**config.mk**
```make
export PLATFORM = sky130hd
export DESIGN_NAME = tour_move_sequencer_flat
export DESIGN_NICKNAME = d
export VERILOG_FILES = /design/src/rtl/tour_pkg.sv /design/src/rtl/tour_move_sequencer_if.sv /design/src/rtl/move_decode.sv /design/src/rtl/tour_move_sequencer.sv /design/src/flat_wrapper.sv
export SDC_FILE = /design/constraint.sdc
export NUM_CORES = 1
export LEC_CHECK = 0
export ABC_AREA = 1
export ABC_CLOCK_PERIOD_IN_PS = 12200
export BUFFER_PORTS_ARGS = -buffer_cell sky130_fd_sc_hd__buf_2
export CAP_MARGIN = 25
export CORE_MARGIN = 3
export CORE_UTILIZATION = 45
export DETAILED_ROUTE_END_ITERATION = 8
export HOLD_SLACK_MARGIN = 0.03
export MAX_ROUTING_LAYER = met4
export PLACE_DENSITY = 0.87
export SLEW_MARGIN = 25
export SYNTH_ARGS = -nofsm -noshare
export SYNTH_HDL_FRONTEND = slang
export SYNTH_SLANG_ARGS = --single-unit
```
**constraint.sdc**
```tcl
create_clock -name clk -period 12.2 [get_ports clk]
set_clock_uncertainty 0.1 [all_clocks]
set_input_delay 2.44 -clock clk [delete_from_list [all_inputs] [get_ports clk]]
set_output_delay 2.44 -clock clk [all_outputs]
set_load 0.05 [all_outputs]
```
**src/rtl/tour_pkg.sv**
```systemverilog
// Shared types and constants for the knight-tour move sequencer.
package tour_pkg;

    typedef enum logic [2:0] {
        IDLE,
        VERT,
        HOLDV,
        HORZ,
        HOLDH
    } state_t;

    localparam logic [3:0] OP_MOVE    = 4'h2;
    localparam logic [3:0] OP_FANFARE = 4'h3;

    localparam logic [7:0] HEAD_N = 8'h00;
    localparam logic [7:0] HEAD_W = 8'h3F;
    localparam logic [7:0] HEAD_S = 8'h7F;
    localparam logic [7:0] HEAD_E = 8'hBF;

    // Bit positions of the one-hot move vector, named by (dx,dy) direction
    localparam int MV_NNW = 0;
    localparam int MV_NNE = 1;
    localparam int MV_WNW = 2;
    localparam int MV_WSW = 3;
    localparam int MV_SSW = 4;
    localparam int MV_SSE = 5;
    localparam int MV_ESE = 6;
    localparam int MV_ENE = 7;

endpackage

```
**src/rtl/tour_move_sequencer_if.sv**
```systemverilog
// Command-path bundle between UART wrapper, solver memory and cmd_proc.
interface tour_move_sequencer_if;

    logic        start_tour;
    logic [7:0]  move;
    logic [4:0]  mv_indx;
    logic [15:0] cmd_UART;
    logic        cmd_rdy_UART;
    logic        clr_cmd_rdy_UART;
    logic [15:0] cmd;
    logic        cmd_rdy;
    logic        clr_cmd_rdy;
    logic        send_resp;
    logic [7:0]  resp;
    logic        tour_err;

    modport master (
        input  start_tour,
        input  move,
        input  cmd_UART,
        input  cmd_rdy_UART,
        input  clr_cmd_rdy,
        input  send_resp,
        output mv_indx,
        output clr_cmd_rdy_UART,
        output cmd,
        output cmd_rdy,
        output resp,
        output tour_err
    );

    modport slave (
        output start_tour,
        output move,
        output cmd_UART,
        output cmd_rdy_UART,
        output clr_cmd_rdy,
        output send_resp,
        input  mv_indx,
        input  clr_cmd_rdy_UART,
        input  cmd,
        input  cmd_rdy,
        input  resp,
        input  tour_err
    );

endinterface

```
**src/rtl/move_decode.sv**
```systemverilog
// Splits a one-hot knight move into sign/magnitude legs and flags
// anything that is not exactly one-hot.
module move_decode
    import tour_pkg::*;
(
    input  logic [7:0] move,
    output logic       dx_neg,
    output logic [1:0] dx_mag,
    output logic       dy_neg,
    output logic [1:0] dy_mag,
    output logic       valid
);

    always_comb begin
        dx_neg = 1'b0;
        dx_mag = 2'd0;
        dy_neg = 1'b0;
        dy_mag = 2'd0;
        case (1'b1)
            move[MV_NNW]: begin dx_neg = 1'b1; dx_mag = 2'd1; dy_mag = 2'd2; end
            move[MV_NNE]: begin dx_mag = 2'd1; dy_mag = 2'd2; end
            move[MV_WNW]: begin dx_neg = 1'b1; dx_mag = 2'd2; dy_mag = 2'd1; end
            move[MV_WSW]: begin
                dx_neg = 1'b1; dx_mag = 2'd2;
                dy_neg = 1'b1; dy_mag = 2'd1;
            end
            move[MV_SSW]: begin
                dx_neg = 1'b1; dx_mag = 2'd1;
                dy_neg = 1'b1; dy_mag = 2'd2;
            end
            move[MV_SSE]: begin dx_mag = 2'd1; dy_neg = 1'b1; dy_mag = 2'd2; end
            move[MV_ESE]: begin dx_mag = 2'd2; dy_neg = 1'b1; dy_mag = 2'd1; end
            move[MV_ENE]: begin dx_mag = 2'd2; dy_mag = 2'd1; end
            default: ;
        endcase
    end

    assign valid = $onehot(move);

endmodule

```
**src/rtl/tour_move_sequencer.sv**
```systemverilog
// Passes UART commands to cmd_proc, or during a tour replays each stored
// knight move as a vertical leg followed by a horizontal leg with fanfare.
module tour_move_sequencer
    import tour_pkg::*;
#(
    parameter int         NUM_MOVES = 24,
    parameter logic [7:0] RESP_ACK  = 8'hA5,
    parameter logic [7:0] RESP_DONE = 8'h5A
) (
    input logic                   clk,
    input logic                   rst,
    tour_move_sequencer_if.master bus
);

    localparam logic [4:0] LAST_IDX = 5'(NUM_MOVES - 1);

    state_t     state_q, state_d;
    logic [4:0] mv_indx_q, mv_indx_d;
    logic       tour_err_q, tour_err_d;

    logic        dx_neg, dy_neg, mv_ok;
    logic [1:0]  dx_mag, dy_mag;
    logic [15:0] vert_cmd, horz_cmd;
    logic        last_mv;

    move_decode u_dec (
        .move   (bus.move),
        .dx_neg (dx_neg),
        .dx_mag (dx_mag),
        .dy_neg (dy_neg),
        .dy_mag (dy_mag),
        .valid  (mv_ok)
    );

    assign vert_cmd = {OP_MOVE, dy_neg ? HEAD_S : HEAD_N, 2'b00, dy_mag};
    assign horz_cmd = {OP_FANFARE, dx_neg ? HEAD_W : HEAD_E, 2'b00, dx_mag};
    assign last_mv  = (mv_indx_q == LAST_IDX);

    always_comb begin
        state_d              = state_q;
        mv_indx_d            = mv_indx_q;
        tour_err_d           = tour_err_q;
        bus.cmd              = vert_cmd;
        bus.cmd_rdy          = 1'b0;
        bus.clr_cmd_rdy_UART = 1'b0;
        bus.resp             = RESP_ACK;
        case (state_q)
            IDLE: begin
                bus.cmd              = bus.cmd_UART;
                bus.cmd_rdy          = bus.cmd_rdy_UART;
                bus.clr_cmd_rdy_UART = bus.clr_cmd_rdy;
                bus.resp             = RESP_DONE;
                if (bus.start_tour) begin
                    mv_indx_d = 5'd0;
                    state_d   = VERT;
                end
            end
            VERT: begin
                // A corrupt move aborts the tour before anything is issued
                if (!mv_ok) begin
                    tour_err_d = 1'b1;
                    state_d    = IDLE;
                end else begin
                    bus.cmd_rdy = 1'b1;
                    if (bus.clr_cmd_rdy) state_d = HOLDV;
                end
            end
            HOLDV: begin
                if (bus.send_resp) state_d = HORZ;
            end
            HORZ: begin
                bus.cmd     = horz_cmd;
                bus.cmd_rdy = 1'b1;
                if (bus.clr_cmd_rdy) state_d = HOLDH;
            end
            HOLDH: begin
                bus.cmd  = horz_cmd;
                bus.resp = last_mv ? RESP_DONE : RESP_ACK;
                if (bus.send_resp) begin
                    if (last_mv) begin
                        mv_indx_d = 5'd0;
                        state_d   = IDLE;
                    end else begin
                        mv_indx_d = mv_indx_q + 5'd1;
                        state_d   = VERT;
                    end
                end
            end
            default: state_d = IDLE;
        endcase
    end

    always_ff @(posedge clk or posedge rst) begin
        if (rst) begin
            state_q    <= IDLE;
            mv_indx_q  <= 5'd0;
            tour_err_q <= 1'b0;
        end else begin
            state_q    <= state_d;
            mv_indx_q  <= mv_indx_d;
            tour_err_q <= tour_err_d;
        end
    end

    assign bus.mv_indx  = mv_indx_q;
    assign bus.tour_err = tour_err_q;

endmodule

```
**src/flat_wrapper.sv**
```systemverilog
// flat-port wrapper written by rule: the top's interface ports become plain ports
module tour_move_sequencer_flat import tour_pkg::*;
#(
    parameter int         NUM_MOVES = 24,
    parameter logic [7:0] RESP_ACK  = 8'hA5,
    parameter logic [7:0] RESP_DONE = 8'h5A
)
  (clk, rst, bus_start_tour, bus_move, bus_cmd_UART, bus_cmd_rdy_UART, bus_clr_cmd_rdy, bus_send_resp, bus_mv_indx, bus_clr_cmd_rdy_UART, bus_cmd, bus_cmd_rdy, bus_resp, bus_tour_err);
  tour_move_sequencer_if bus_i ();
  input logic clk;
  input logic rst;
  input wire logic [$bits(bus_i.start_tour)-1:0] bus_start_tour;
  input wire logic [$bits(bus_i.move)-1:0] bus_move;
  input wire logic [$bits(bus_i.cmd_UART)-1:0] bus_cmd_UART;
  input wire logic [$bits(bus_i.cmd_rdy_UART)-1:0] bus_cmd_rdy_UART;
  input wire logic [$bits(bus_i.clr_cmd_rdy)-1:0] bus_clr_cmd_rdy;
  input wire logic [$bits(bus_i.send_resp)-1:0] bus_send_resp;
  output wire logic [$bits(bus_i.mv_indx)-1:0] bus_mv_indx;
  output wire logic [$bits(bus_i.clr_cmd_rdy_UART)-1:0] bus_clr_cmd_rdy_UART;
  output wire logic [$bits(bus_i.cmd)-1:0] bus_cmd;
  output wire logic [$bits(bus_i.cmd_rdy)-1:0] bus_cmd_rdy;
  output wire logic [$bits(bus_i.resp)-1:0] bus_resp;
  output wire logic [$bits(bus_i.tour_err)-1:0] bus_tour_err;
  assign bus_i.start_tour = bus_start_tour;
  assign bus_i.move = bus_move;
  assign bus_i.cmd_UART = bus_cmd_UART;
  assign bus_i.cmd_rdy_UART = bus_cmd_rdy_UART;
  assign bus_i.clr_cmd_rdy = bus_clr_cmd_rdy;
  assign bus_i.send_resp = bus_send_resp;
  assign bus_mv_indx = bus_i.mv_indx;
  assign bus_clr_cmd_rdy_UART = bus_i.clr_cmd_rdy_UART;
  assign bus_cmd = bus_i.cmd;
  assign bus_cmd_rdy = bus_i.cmd_rdy;
  assign bus_resp = bus_i.resp;
  assign bus_tour_err = bus_i.tour_err;
  tour_move_sequencer #(.NUM_MOVES(NUM_MOVES), .RESP_ACK(RESP_ACK), .RESP_DONE(RESP_DONE)) u_core (.clk(clk), .rst(rst), .bus(bus_i));
endmodule
```
==> results of run 1 <==
==> Yosys cell counts <==
cell | instances | area share
inv_1 | 27 | 0.094
nor3_1 | 1 | 0.0046
nand3_2 | 1 | 0.0093
inv_2 | 4 | 0.014
buf_6 | 1 | 0.010
o21ai_0 | 1 | 0.0046
fa_1 | 4 | 0.074
nor2_4 | 2 | 0.021
nand2_4 | 3 | 0.031
o21ai_1 | 3 | 0.014
o22ai_4 | 1 | 0.019
nand2_1 | 48 | 0.17
dfrtp_1 | 9 | 0.21
or2_2 | 2 | 0.012
a21o_1 | 1 | 0.0070
inv_4 | 1 | 0.0058
o31ai_1 | 1 | 0.0070
nand3_1 | 13 | 0.060
a21oi_1 | 9 | 0.042
nand4_4 | 1 | 0.020
xor2_1 | 1 | 0.0081
buf_4 | 6 | 0.042
nand2_2 | 1 | 0.0058
ha_1 | 4 | 0.046
nand3b_1 | 1 | 0.0070
nand4_1 | 1 | 0.0058
nor2_1 | 17 | 0.059
==> critical path, cell delays in order <==
cell,delay [ns]
buf_2,0.11
ha_1,0.28
inv_1,0.07
fa_1,0.42
fa_1,0.46
fa_1,0.42
fa_1,0.50
nand2_1,0.05
nor2_1,0.12
nand3_1,0.12
nand3_1,0.09
buf_2,0.27
==> kinds of logic after synthesis <==
family,Yosys count
fa+ha+maj,8
xor+xnor,1
flops,9
buf+inv,39
simple gates,91
compound gates,16
==> state kept, by name (all words and copies together), names as in the netlist <==
name	count
u_core.state_q	3
u_core.bus.tour_err	1
u_core.bus.mv_indx	5
==> stage by stage <==
step | setup WS (ns) | instance area (um^2) | cells | util
2_1_floorplan | 4.51 | 1080 | 164 | -
3_3_place_gp | 4.39 | 1360 | 246 | 0.610
3_5_place_dp | 4.32 | 1360 | 246 | 0.610
4_1_cts | 4.32 | 1390 | 250 | 0.621
5_1_grt | 4.17 | 1390 | 250 | 0.621
6_report | 4.30 | 1390 | 250 | 0.621
==> layout make-up <==
type	instances	share of cell area
multi-input combinational	116	0.485
timing repair buffer	61	0.220
tap	28	0.0252
clock buffer	4	0.0189
inverter	32	0.0884
sequential	9	0.162
==> power breakdown <==
part	leakage (nW)	internal [mW]	total, mW	switching [mW]
clock network	0.0150	0.0126	0.0238	0.0112
registers	0.118	0.0336	0.0392	0.00564
logic	0.742	0.0720	0.326	0.254
==> routing by layer <==
layer | share of wire | GRT usage | routed length (um) | up-vias
li1 | - | - | - | 616
met1 | 0.43 | 0.204 | 1060 | 496
met2 | 0.47 | 0.299 | 1150 | 51
met3 | 0.082 | 0.0268 | 200 | 4
met4 | 0.015 | 0.0729 | 36 | 0
met5 | 0 | - | 0 | -
==> placed cells by master (no fill, tap or decap), drive strengths merged <==
master,n
nand3,14
o31ai,1
inv,32
nor3,1
nand2,52
o22ai,1
or2,2
fa,4
buf,61
nor2,19
dfrtp,9
nand3b,1
a21oi,9
xor2,1
clkbuf,4
ha,4
o21ai,4
a21o,1
nand4,2
==> how the worst max path moves through the flow <==
stage	end	slack, ns	cells after the start
finish	bus_cmd_rdy	4.30	12
global route	bus_cmd_rdy	4.17	12
CTS	bus_cmd_rdy	4.32	12
detailed placement	bus_cmd_rdy	4.32	12
global placement	bus_cmd_rdy	4.39	12
floorplan	bus_cmd_rdy	4.51	10
==> flow_metrics.env, run 1 <==
export IMPL_status="complete, no violations"
export IMPL_hold_depth=1
export IMPL_numPortBuffers=61
export IMPL_rr_worst_depth=8
export IMPL_grt_ovfl_total=0
export IMPL_ctsHoldBuffers=0
export IMPL_cts_resized=0
export IMPL_drcViolationCount=0
export IMPL_ctsLongestPathBuffers=2
export IMPL_wl_um=2450
export IMPL_hp_class="reg2reg"
export IMPL_fin_tns_setup_ns=0
export IMPL_fin_crit_sh=0.648
export IMPL_critPathLaunch="bus_move[0]"
export IMPL_hpwl_um=2080
export IMPL_leakage_nw=0.875
export IMPL_worst_pin_slew_ns=0.358
export IMPL_io_pins=62
export IMPL_seq_area_um2=225
export IMPL_gp_congestion=0.784
export IMPL_fill_cells=209
export IMPL_drt_first_pass_iters=4
export IMPL_min_to="u_core.bus.tour_err$_DFFE_PP0P_"
export IMPL_grt_pass1_wl_um=3750
export IMPL_rsz0062_at_grt="false"
export IMPL_synth_fp_nets=202
export IMPL_hold_start="u_core.bus.tour_err$_DFFE_PP0P_"
export IMPL_core_rowCount=17
export IMPL_diodes=0
export IMPL_clk_pin_slew_ns=0.06
export IMPL_ys_types=27
export IMPL_drtIter0Drc=17
export IMPL_synth_mux_area_frac=0
export IMPL_routedWlPerCell_um=9.79
export IMPL_fin_nets=261
export IMPL_slew_violations=0
export IMPL_yosys_warnings=0
export IMPL_cts_setup_buffers=0
export IMPL_die_y_um=54.9
export IMPL_crit_path_start_kind="input port"
export IMPL_r2r_start="u_core.state_q[1]$_DFFE_PP0P_"
export IMPL_tritoncts="yes"
export IMPL_multi_input_comb_area_um2=673
export IMPL_power_total_mw=0.389
export IMPL_syn_inst=164
export IMPL_dr_total_vias=1167
export IMPL_end_kind="output pin"
export IMPL_fin_crit_ns=7.90
export IMPL_dieArea_um2=3020
export IMPL_area_growth_synth_to_final_pct=28.8
export IMPL_core_um2=2230
export IMPL_ys_ff_latch=9
export IMPL_yosys_area_share_simple=0.403
export IMPL_slew_headroom=0.761
export IMPL_antenna_found_initial=0
export IMPL_final_hold_viol_count=0
export IMPL_maxCapViolations=0
export IMPL_syn_area_um2=1080
export IMPL_die_x_um=54.9
export IMPL_ys_seq_area_frac=0.209
export IMPL_regToRegEndpoint="u_core.state_q[1]$_DFFE_PP0P_"
export IMPL_clock_fmax_mhz=127
export IMPL_cts_root_buffer="clkbuf_4"
export IMPL_syn_avg_cell_area_um2=6.57
export IMPL_cts_made_buffers=3
export IMPL_whs_ns=0.380
export IMPL_clkSinkCount=9
export IMPL_grt_max_degree=15
export IMPL_synth_compound_area_frac=0.0929
export IMPL_criticalPathCategory="in2out"
export IMPL_drive_gt1_frac=0.360
export IMPL_clk_latency_ns=0.26
export IMPL_grtUsageTotal=0.175
export IMPL_viasPerCell=4.67
export IMPL_crit_arrival_ns=5.36
export IMPL_reg2reg_slack_ns=10.73
export IMPL_synth_xor_area_frac=0.00813
export IMPL_setup_viol=0
export IMPL_synth_adder_area_share=0.121
export IMPL_worstPathRequired_ns=9.66
export IMPL_grt_pass1_vias=959
export IMPL_synth_top_family_by_area="simple AND/OR/NAND/NOR gates"
export IMPL_postRouteAntennaNets=0
export IMPL_cp_max_fo=3
export IMPL_p_per_area_nw_per_um2=281
export IMPL_start_util=0.482
export IMPL_cts_htree_levels=1
export IMPL_irDropWorstVdd_mv=0.225
Note: power is estimated with default switching activity, not from simulation.
==> inputs of run 2 (changes only) <==
Settings changed: ABC_CLOCK_PERIOD_IN_PS 12200 to 8150, CORE_UTILIZATION 45 to 44, PLACE_DENSITY 0.87 to 0.85.
Clock period 12.2 ns to 8.15 ns, I/O delays scaled along.
==> run 2 against run 1 <==
Net effect:
- utilization down 1.2 points
- combinational power up 50%
- first-iteration DRC count up 110%
- die area up 2.0%
- clock power up 56%
- sequential cell count unchanged
- via count down 0.51%
- non-clock buffer count unchanged
- count of clock-buffer cells in the layout unchanged
- global-route usage down 1.4 points
- register-to-register slack worse by 4.0 ns
==> flow_metrics.env, run 2 (same netlist as run 1, synthesis figures left out) <==
export IMPL_status="complete, no violations"
export IMPL_cp_max_fo=3
export IMPL_viasPerCell=4.64
export IMPL_cts_made_buffers=3
export IMPL_setup_viol=0
export IMPL_cts_setup_buffers=0
export IMPL_core_rowCount=17
export IMPL_crit_path_start_kind="input port"
export IMPL_diodes=0
export IMPL_gp_congestion=0.774
export IMPL_clkSinkCount=9
export IMPL_tritoncts="yes"
export IMPL_postRouteAntennaNets=0
export IMPL_clock_fmax_mhz=160
export IMPL_drtIter0Drc=35
export IMPL_area_growth_synth_to_final_pct=28.8
export IMPL_rsz0062_at_grt="false"
export IMPL_worst_pin_slew_ns=0.362
export IMPL_maxCapViolations=0
export IMPL_routedWlPerCell_um=9.60
export IMPL_numPortBuffers=61
export IMPL_drt_first_pass_iters=4
export IMPL_hp_class="reg2reg"
export IMPL_final_hold_viol_count=0
export IMPL_p_per_area_nw_per_um2=421
export IMPL_clk_pin_slew_ns=0.06
export IMPL_hpwl_um=2020
export IMPL_ctsLongestPathBuffers=2
export IMPL_dieArea_um2=3080
export IMPL_fin_crit_sh=0.767
export IMPL_die_x_um=55.5
export IMPL_mostFrequentLayoutCells="buf_2 (61), nand2_1 (48), inv_1 (27)"
export IMPL_start_util=0.473
export IMPL_seq_area_um2=225
export IMPL_grt_pass1_wl_um=3960
export IMPL_cts_htree_levels=1
export IMPL_slew_violations=0
export IMPL_drive_gt1_frac=0.360
export IMPL_fin_tns_setup_ns=0
export IMPL_end_kind="output pin"
export IMPL_antenna_found_initial=0
export IMPL_die_y_um=55.5
export IMPL_fill_cells=207
export IMPL_core_um2=2280
export IMPL_criticalPathCategory="in2out"
export IMPL_grt_max_degree=15
export IMPL_cts_root_buffer="clkbuf_4"
export IMPL_drcViolationCount=0
export IMPL_grtUsageTotal=0.161
export IMPL_ctsHoldBuffers=0
export IMPL_slew_headroom=0.758
export IMPL_irDropWorstVdd_mv=0.319
export IMPL_fin_crit_ns=6.25
export IMPL_wl_um=2400
export IMPL_dr_total_vias=1161
export IMPL_multi_input_comb_area_um2=673
export IMPL_fin_nets=261
export IMPL_largest_register_ff_count=5
export IMPL_io_pins=62
export IMPL_leakage_nw=0.875
export IMPL_grt_ovfl_total=0
export IMPL_final_core_util=0.610
export IMPL_crit_arrival_ns=4.52
export IMPL_final_common_cell="buf_2"
export IMPL_clk_latency_ns=0.28
export IMPL_worstPathRequired_ns=6.42
export IMPL_grt_pass1_vias=987
export IMPL_cts_resized=0
-- run 2: cell type report --
| class | instances | share of cell area |
|---|---|---|
| Tap cell | 28 | 0.0252 |
| Inverter | 32 | 0.0884 |
| Timing Repair Buffer | 61 | 0.220 |
| Multi-Input combinational cell | 116 | 0.485 |
| Clock buffer | 4 | 0.0189 |
| Sequential cell | 9 | 0.162 |
-- run 2: final timing paths --
| kind | startpoint | end | slack [ns] | depth (start not counted) |
|---|---|---|---|---|
| worst max-delay path | bus_move[0] | bus_cmd_rdy | 1.90 | 12 |
| worst min-delay path | u_core.bus.tour_err$_DFFE_PP0P_ | u_core.bus.tour_err$_DFFE_PP0P_ | 0.36 | 1 |
| worst max register to register | u_core.state_q[1]$_DFFE_PP0P_ | u_core.state_q[1]$_DFFE_PP0P_ | 6.69 | 8 |
| worst min register to register | u_core.bus.tour_err$_DFFE_PP0P_ | u_core.bus.tour_err$_DFFE_PP0P_ | 0.36 | 1 |
| max in group asynchronous | rst | u_core.bus.mv_indx[3]$_DFFE_PP0P_ | 6.47 | 2 |
| min in group asynchronous | rst | u_core.bus.mv_indx[4]$_DFFE_PP0P_ | 1.21 | 2 |
-- run 2: stage by stage --
stage / std cells / total power, mW / hold slack (ns) / setup WS (ns) / cell area, um^2
after floorplan: 164 / 0.488 / 0.502 / 2.08 / 1080
after global placement: 246 / 0.547 / 0.344 / 1.96 / 1360
after detailed placement: 246 / 0.550 / 0.347 / 1.92 / 1360
after CTS: 250 / 0.589 / 0.364 / 1.91 / 1390
after global routing: 250 / 0.621 / 0.406 / 1.78 / 1390
final: 250 / 0.584 / 0.362 / 1.90 / 1390
-- run 2: power by group --
group / internal [mW] / total, mW / switching, mW
combinational: 0.108 / 0.488 / 0.380
clock: 0.0190 / 0.0371 / 0.0181
sequential: 0.0502 / 0.0588 / 0.00858
total: 0.177 / 0.584 / 0.407
-- run 2: metal layers --
metal	track usage	up-vias	routed length, um
met3	0.0187	5	223
li1	-	619	-
met5	-	-	0
met4	0.0833	0	57
met1	0.204	480	1110
met2	0.250	57	1010
-- run 2: critical path: stages --
cell and delay (ns):
buf_2 0.12, ha_1 0.28, inv_1 0.07, fa_1 0.42, fa_1 0.46, fa_1 0.42
fa_1 0.49, nand2_1 0.05, nor2_1 0.11, nand3_1 0.11, nand3_1 0.08, buf_2 0.26
